**config.mk**
```make
export PLATFORM = sky130hd
export DESIGN_NAME = uart_tx_arbiter
export DESIGN_NICKNAME = d
export VERILOG_FILES = /design/src/rtl/uart_tx_arbiter.sv
export SDC_FILE = /design/constraint.sdc
export NUM_CORES = 1
export LEC_CHECK = 0
export CORE_UTILIZATION = 51
export CTS_BUF_LIST = sky130_fd_sc_hd__clkbuf_8
export DETAILED_ROUTE_END_ITERATION = 8
export PLACE_DENSITY = 0.81
export RECOVER_POWER = 25
export SYNTH_ARGS = -nofsm -noshare
export SYNTH_HDL_FRONTEND = slang
export SYNTH_SLANG_ARGS = --single-unit
```
**constraint.sdc**
```tcl
create_clock -name clk_50m -period 1.7 [get_ports clk_50m]
set_input_delay 0.34 -clock clk_50m [delete_from_list [all_inputs] [get_ports clk_50m]]
set_output_delay 0.34 -clock clk_50m [all_outputs]
set_load 0.1 [all_outputs]
```
**src/rtl/uart_tx_arbiter.sv**
```systemverilog
// Two-requester round-robin front end feeding a single UART transmitter.
// Each accepted character is sent as one start bit, DATA_WIDTH data bits (LSB first) and STOP_BITS stop periods.
module uart_tx_arbiter #(
  parameter int DATA_WIDTH = 8,
  parameter int STOP_BITS  = 1
) (
  input  logic                  clk_50m,
  input  logic                  rst,
  input  logic                  tx_clk_en,
  input  logic                  req0_valid,
  input  logic [DATA_WIDTH-1:0] req0_data,
  output logic                  req0_ready,
  input  logic                  req1_valid,
  input  logic [DATA_WIDTH-1:0] req1_data,
  output logic                  req1_ready,
  output logic                  tx,
  output logic                  busy,
  output logic                  grant_id
);
  localparam int               CNT_W     = (DATA_WIDTH > 1) ? $clog2(DATA_WIDTH) : 1;
  localparam logic [CNT_W-1:0] LAST_BIT  = CNT_W'(DATA_WIDTH - 1);
  localparam logic [1:0]       LAST_STOP = 2'(STOP_BITS);

  typedef enum logic [1:0] {IDLE, START, DATA, STOP} state_t;

  state_t                  state_q, state_d;
  logic                    tx_q, tx_d;
  logic                    busy_q, busy_d;
  logic                    grant_id_q, grant_id_d;
  logic                    last_grant_q, last_grant_d;
  logic [CNT_W-1:0]        bit_cnt_q, bit_cnt_d;
  logic [1:0]              stop_cnt_q, stop_cnt_d;
  logic [DATA_WIDTH-1:0]   shift_q, shift_d;
  logic                    sel;
  logic                    accept;

  // On a tie the requester that did not win last time is chosen.
  always_comb begin
    sel = req1_valid;
    if (req0_valid && req1_valid) begin
      sel = ~last_grant_q;
    end
  end

  always_comb begin
    req0_ready = ~rst && (state_q == IDLE) && ~sel && req0_valid;
    req1_ready = ~rst && (state_q == IDLE) &&  sel && req1_valid;
    accept     = req0_ready | req1_ready;
  end

  always_comb begin
    state_d      = state_q;
    tx_d         = tx_q;
    busy_d       = busy_q;
    grant_id_d   = grant_id_q;
    last_grant_d = last_grant_q;
    bit_cnt_d    = bit_cnt_q;
    stop_cnt_d   = stop_cnt_q;
    shift_d      = shift_q;
    case (state_q)
      IDLE: begin
        // A strobe on the acceptance edge is deliberately ignored here.
        if (accept) begin
          shift_d      = sel ? req1_data : req0_data;
          last_grant_d = sel;
          grant_id_d   = sel;
          busy_d       = 1'b1;
          state_d      = START;
        end
      end
      START: begin
        if (tx_clk_en) begin
          tx_d      = 1'b0;
          bit_cnt_d = '0;
          state_d   = DATA;
        end
      end
      DATA: begin
        if (tx_clk_en) begin
          tx_d    = shift_q[0];
          shift_d = shift_q >> 1;
          if (bit_cnt_q == LAST_BIT) begin
            stop_cnt_d = '0;
            state_d    = STOP;
          end else begin
            bit_cnt_d = bit_cnt_q + 1'b1;
          end
        end
      end
      STOP: begin
        // The closing strobe also re-drives the line high, so every stop period is full length.
        if (tx_clk_en) begin
          tx_d = 1'b1;
          if (stop_cnt_q == LAST_STOP) begin
            stop_cnt_d = '0;
            busy_d     = 1'b0;
            state_d    = IDLE;
          end else begin
            stop_cnt_d = stop_cnt_q + 1'b1;
          end
        end
      end
      default: begin
        state_d = IDLE;
        busy_d  = 1'b0;
        tx_d    = 1'b1;
      end
    endcase
  end

  always_ff @(posedge clk_50m) begin
    if (rst) begin
      state_q      <= IDLE;
      tx_q         <= 1'b1;
      busy_q       <= 1'b0;
      grant_id_q   <= 1'b0;
      last_grant_q <= 1'b1;
      bit_cnt_q    <= '0;
      stop_cnt_q   <= '0;
      shift_q      <= '0;
    end else begin
      state_q      <= state_d;
      tx_q         <= tx_d;
      busy_q       <= busy_d;
      grant_id_q   <= grant_id_d;
      last_grant_q <= last_grant_d;
      bit_cnt_q    <= bit_cnt_d;
      stop_cnt_q   <= stop_cnt_d;
      shift_q      <= shift_d;
    end
  end

  assign tx       = tx_q;
  assign busy     = busy_q;
  assign grant_id = grant_id_q;

endmodule

```
* Word level (Yosys, flattened, before mapping) *
Cells that the tools add are included.

word-level totals
  ROM bits = 0
  logic and storage cells = 74
  memories kept = 0
  input port bits = 21
  register bits = 19
  memory bits (writable) = 0
  bits in latches = 0

operators by class
  multiplexer cells = 29
  eq/ne operators = 12
  div/mod/pow operators = 0
  $add $sub $neg = 2
  $lt $le $gt $ge = 0
  reductions and logical operators = 19
  bitwise gates (word level) = 4
  multipliers = 0
  shift operators = 0

operator list
  kind                                                             count
  8-bit 2-to-1 mux                                                 3
  2-bit 2-to-1 mux                                                 10
  8-bit one-hot mux with 2 select lines                            1
  4-bit AND reduction                                              4
  2-bit inequality test, second input constant                     7
  3-bit 2-to-1 mux                                                 3
  2-bit one-hot mux with 4 select lines                            1
  2-bit nonzero test                                               4
  1-bit 2-to-1 mux                                                 7
  1-bit logical AND                                                6
  3-bit one-hot mux with 2 select lines                            1
  6-bit AND reduction                                              1
  2-bit by 1-bit == test with 1-bit output, second input constant  2
  2-bit == test, second input constant                             2
  2-bit one-hot mux with 2 select lines                            1
  3-bit by 1-bit adder with 3-bit output, second input constant    1
  3-bit == test, second input constant                             1
  1-bit NOT                                                        3
  1-bit one-hot mux with 3 select lines                            1
  3-bit AND reduction                                              1
  3-bit nonzero test                                               1
  2-bit by 1-bit adder with 2-bit output, second input constant    1
  2-bit logical NOT                                                1
  1-bit one-hot mux with 2 select lines                            1
  other kinds (2)                                                  2

* Depth between registers and ports, before layout *
  depth in word-level cells = 8
  gate-level depth with buffers = 8
  depth with buffers taken out = 6

* Worst setup path before layout *
OpenSTA, ideal clock, no wires.

  path type = register to output
  start point = reg state_q[0]
  end point = out req0_ready
  data arrival time = 2.796 ns
  buffers on the path = 0
  cell stages (with the launch flop) = 5
  path slack = -1.436 ns
  cell sequence = dfxtp_1 -> inv_1 -> ha_1 -> nand2_1 -> nor3_1

on the way
  longest elaborated chain between the ends = 4

ends and longest elaborated chain
  what                            RTL line  text
  start, declared                 26        state_t state_q, state_d;
  start signal, assigned          122       state_q <= state_d;
  2-bit logical NOT               46        req0_ready = ~rst && (state_q == IDLE) && ~sel && req0_valid;
  1-bit logical AND (3 in a row)  46
  end, declared                   12        output logic req0_ready,

Every way passes these cells.

* Worst setup path after layout *
  start point = reg state_q[0]
  end point = out req1_ready

on the way
  longest elaborated chain between the ends = 4

ends and longest elaborated chain
  what                            RTL line  text
  2-bit logical NOT               47        req1_ready = ~rst && (state_q == IDLE) && sel && req1_valid;
  1-bit logical AND (3 in a row)  47
  end, declared                   15        output logic req1_ready,

Every way passes these cells.

==> impl_results.md <==
* Outcome: finished, violations left
* Failing checks: setup timing
* # fillers at 127
* Initial antenna violation count at 0
* Vias in the first global route at 996
* Xor-xnor portion of the synthesized cell area at 0
* Area occupied by registers at 383 µm²
* Min-Delay Path Class: reg -> reg
* Synth-to-Final Area Change at 47.6%
* Clock root buffer: clkbuf_8
* Final wirelength at 2940 µm
* Critical setup path kind: reg -> out
* R2r startpoint: state_q[0]$_SDFFE_PP0P_
* R2R Path End: shift_q[1]$_SDFFE_PP0P_
* Core footprint at 1980 µm²
* RSZ-0062 raised after global routing: yes
* Slew headroom at 0.637
* Mux share of post-synthesis cell area at 0.0837
* Residual DRC at 0
* Total number of yosys warnings at 0
* Slew Limit Fails at 0
* Worst EP arrival at 1.38 ns
* Setup WS post-layout at -0.0206 ns
* Hold Buf Count CTS at 0
* Die height at 48.3 µm
* Placed instance area at 1520 µm²
* Hold Slack at about 0.47 ns
* Required time of the critical path at around 1.4 ns
* Max Root-Sink Buffers at 2
* Share of flip-flops with an asynchronous set or reset at 0
* Post-Layout Inst Area at 1610 µm²
* CTS tree: yes
* Post-synthesis register bit count at 19
* CTS Sinks at 19
* P per Cell Area at 1610 nW/µm²
* WL/cell at about 15 µm
* Min Tclk post-route at 1.72 ns
* First-pass GRT wire length at around 4400 µm
* Tcrit/Tclk final at 1.01
* Multi-input logic area at around 700 µm²
* Synth Net Count at 148
* Die width at slightly below 50 µm
* Fmax at 581 MHz
* IO buf count at 25
* DRT Pass-1 Iters at 4
* Routability cong. at 0.842
* Post-Syn Area per Cell at 9.02 µm²
* Worst Clk Skew at 0.00626 ns
* Sequential-to-total area share from yosys stat at 0.349
* Pleak at 0.671 nW
* Setup TNS at -0.0359 ns
* Crit end category: output pin
* Avg Vias per Cell at 5.63
* Detailed placement HPWL at 1930 µm
* Critical path's slowest cell: dfxtp_2
* Post-route ant nets at 0
* Row count at 16
* Cells on Worst Hold Path at 2
* Layout cells sized above 1 at 0.299
* Synth Area in Compound Gates at 0.275
* Adder-Cell Fraction of Synth Area at 0.0688
* CP max stage delay at 0.34 ns
* Fin. Hold Viols at 0
* WP buf/inv at 2
* CP max FO at 3
* NumNets Final at ~190
* Die ar. at 2330 µm²
* Family with the most delay on the worst path: flip-flops
* Cell area after synthesis at between 1000 and 1500 µm²
* Num CTS Buffers at 3
* Clock-pin slew on the worst setup and hold paths at 0.08 ns
* Initial Util at 0.551
* # diodes at 0
* Largest family of logic cells by synthesized area: compound AO/OA/AOI/OAI gates
* R2r setup slk at 0.05 ns
* Post-synth top flop: dfxtp_1
* Max_cap viols at 0
* Iter 0 DRT Violations at 27
* GRT Util Overall at 0.275
* Crit path launch type: flip-flop
* Worst-Skew Late Latency at 0.26 ns
* Dpl ws at -0.204 ns
* H-tree Lvls at 1
* Post-synth EDFFs at 0
* Post-synth cell types at 37
* Peak supply drop at 1070 µV
* Pin count of the biggest net entering global routing at 25
* Worst Tran Pin Value at 0.546 ns
* Simple-gate share of the synthesized area at 0.163
* GRT overflow at 0
* Overall power at 2.60 mW
* Final setup vio count at 2
* Vias at 1076
* Syn Inst Count at 121
* Hold Path Sink: grant_id$_SDFFE_PP0P_
* Cell chain of the critical path: inv_2 -> ha_4 -> nand2_2 -> a21o_1 -> nor2_4 -> buf_12
* Min-delay src: grant_id$_SDFFE_PP0P_
* Depth of the most critical reg-to-reg path at 8
* Boundary pin count at 26
==> flip-flops by register name (all words and copies together), names as in the netlist <==
| register | cells |
|---|---|
| last_grant_q | 1 |
| state_q | 2 |
| stop_cnt_q | 2 |
| busy | 1 |
| tx | 1 |
| grant_id | 1 |
| bit_cnt_q | 3 |
| shift_q | 8 |
==> layout make-up <==
cell class | count | area share
Multi-Input combinational cell | 91 | 0.434
Timing Repair Buffer | 47 | 0.272
Sequential cell | 19 | 0.238
Clock buffer | 3 | 0.0256
Tap cell | 27 | 0.0210
Inverter | 3 | 0.00699
Clock inverter | 1 | 0.00311
==> what timing repair did <==
item                                    CTS  global route
endpoints found under the setup margin    2            13
pin swaps                                 3             4
buffers inserted                          8             1
gates resized for setup                   5             5
==> Yosys cell counts (2+ instances only) <==
library cell | instances | area, µm²
dfxtp_1 | 19 | 380
nand2_1 | 13 | 48.8
a22o_1 | 10 | 87.6
mux2i_1 | 8 | 80.1
nor2_1 | 8 | 30.0
o21ai_0 | 7 | 35.0
ha_1 | 6 | 75.1
a22oi_1 | 4 | 30.0
a21oi_1 | 3 | 15.0
inv_1 | 3 | 11.3
nand2b_1 | 3 | 18.8
a211oi_2 | 2 | 25.0
a311oi_1 | 2 | 17.5
and2_1 | 2 | 12.5
buf_2 | 2 | 10.0
buf_4 | 2 | 15.0
buf_6 | 2 | 22.5
nor2b_1 | 2 | 12.5
nor3_1 | 2 | 10.0
o211ai_1 | 2 | 15.0
o21ai_1 | 2 | 10.0
o21bai_1 | 2 | 15.0
==> kinds of logic after synthesis <==
kind of cell               count (synthesis)
AOI/OAI and AO/OA                         40
adders and majority gates                  6
buffers and inverters                     11
DFF                                       19
muxes                                      9
and+or+nand+nor                           36
==> layout by cell type, fill, tap and decap left out, types with 4 or more instances in the layout <==
cell,synthesis,layout
mux2i_1,8,8
nor2_1,8,6
nand2_1,13,11
a22oi_1,4,4
clkdlybuf4s50_1,0,18
a22o_1,10,10
buf_4,2,19
dfxtp_1,19,17
ha_1,6,4
o21ai_0,7,7
==> metrics by stage <==
| stage | util | cells |
|---|---|---|
| detailed placement | 0.767 | 178 |
| global route | 0.813 | 191 |
| global placement | 0.767 | 178 |
| floorplan | - | 121 |
| CTS | 0.823 | 190 |
| finish | 0.813 | 191 |
==> per-layer routing <==
layer / wire length, µm / vias to the layer above / GRT usage
li1: - / 521 / -
met1: 1190 / 518 / 0.317
met2: 1630 / 31 / 0.499
met3: 72 / 6 / 0.0407
met4: 46 / 0 / 0.117
met5: 0 / - / 0
==> worst max path at each step <==
stage	from	endpoint	slack, ns	cells past startpoint
after floorplan	state_q[1]$_SDFFE_PP0P_	req0_ready	-0.06	4
after global placement	req0_valid	shift_q[4]$_SDFFE_PP0P_	-0.16	6
after CTS	state_q[0]$_SDFFE_PP0P_	req1_ready	-0.01	6
after global routing	state_q[1]$_SDFFE_PP0P_	req1_ready	-0.09	6
final	state_q[0]$_SDFFE_PP0P_	req1_ready	-0.02	6
after detailed placement	req0_valid	shift_q[4]$_SDFFE_PP0P_	-0.20	6
==> worst register-to-register path, delay by kind of cell (launching register included) <==
kind,cells,cell delay [ns]
adders and majority gates,1,0.21
DFF,1,0.35
and+or+nand+nor,2,0.34
buffers and inverters,3,0.31
AOI/OAI and AO/OA,2,0.36
==> where the power goes <==
part / switching (mW) / total [mW] / internal (mW)
registers: 0.101 / 0.705 / 0.604
clock network: 0.155 / 0.317 / 0.163
logic: 0.888 / 1.58 / 0.688
Power figures use the tool's default switching activity.
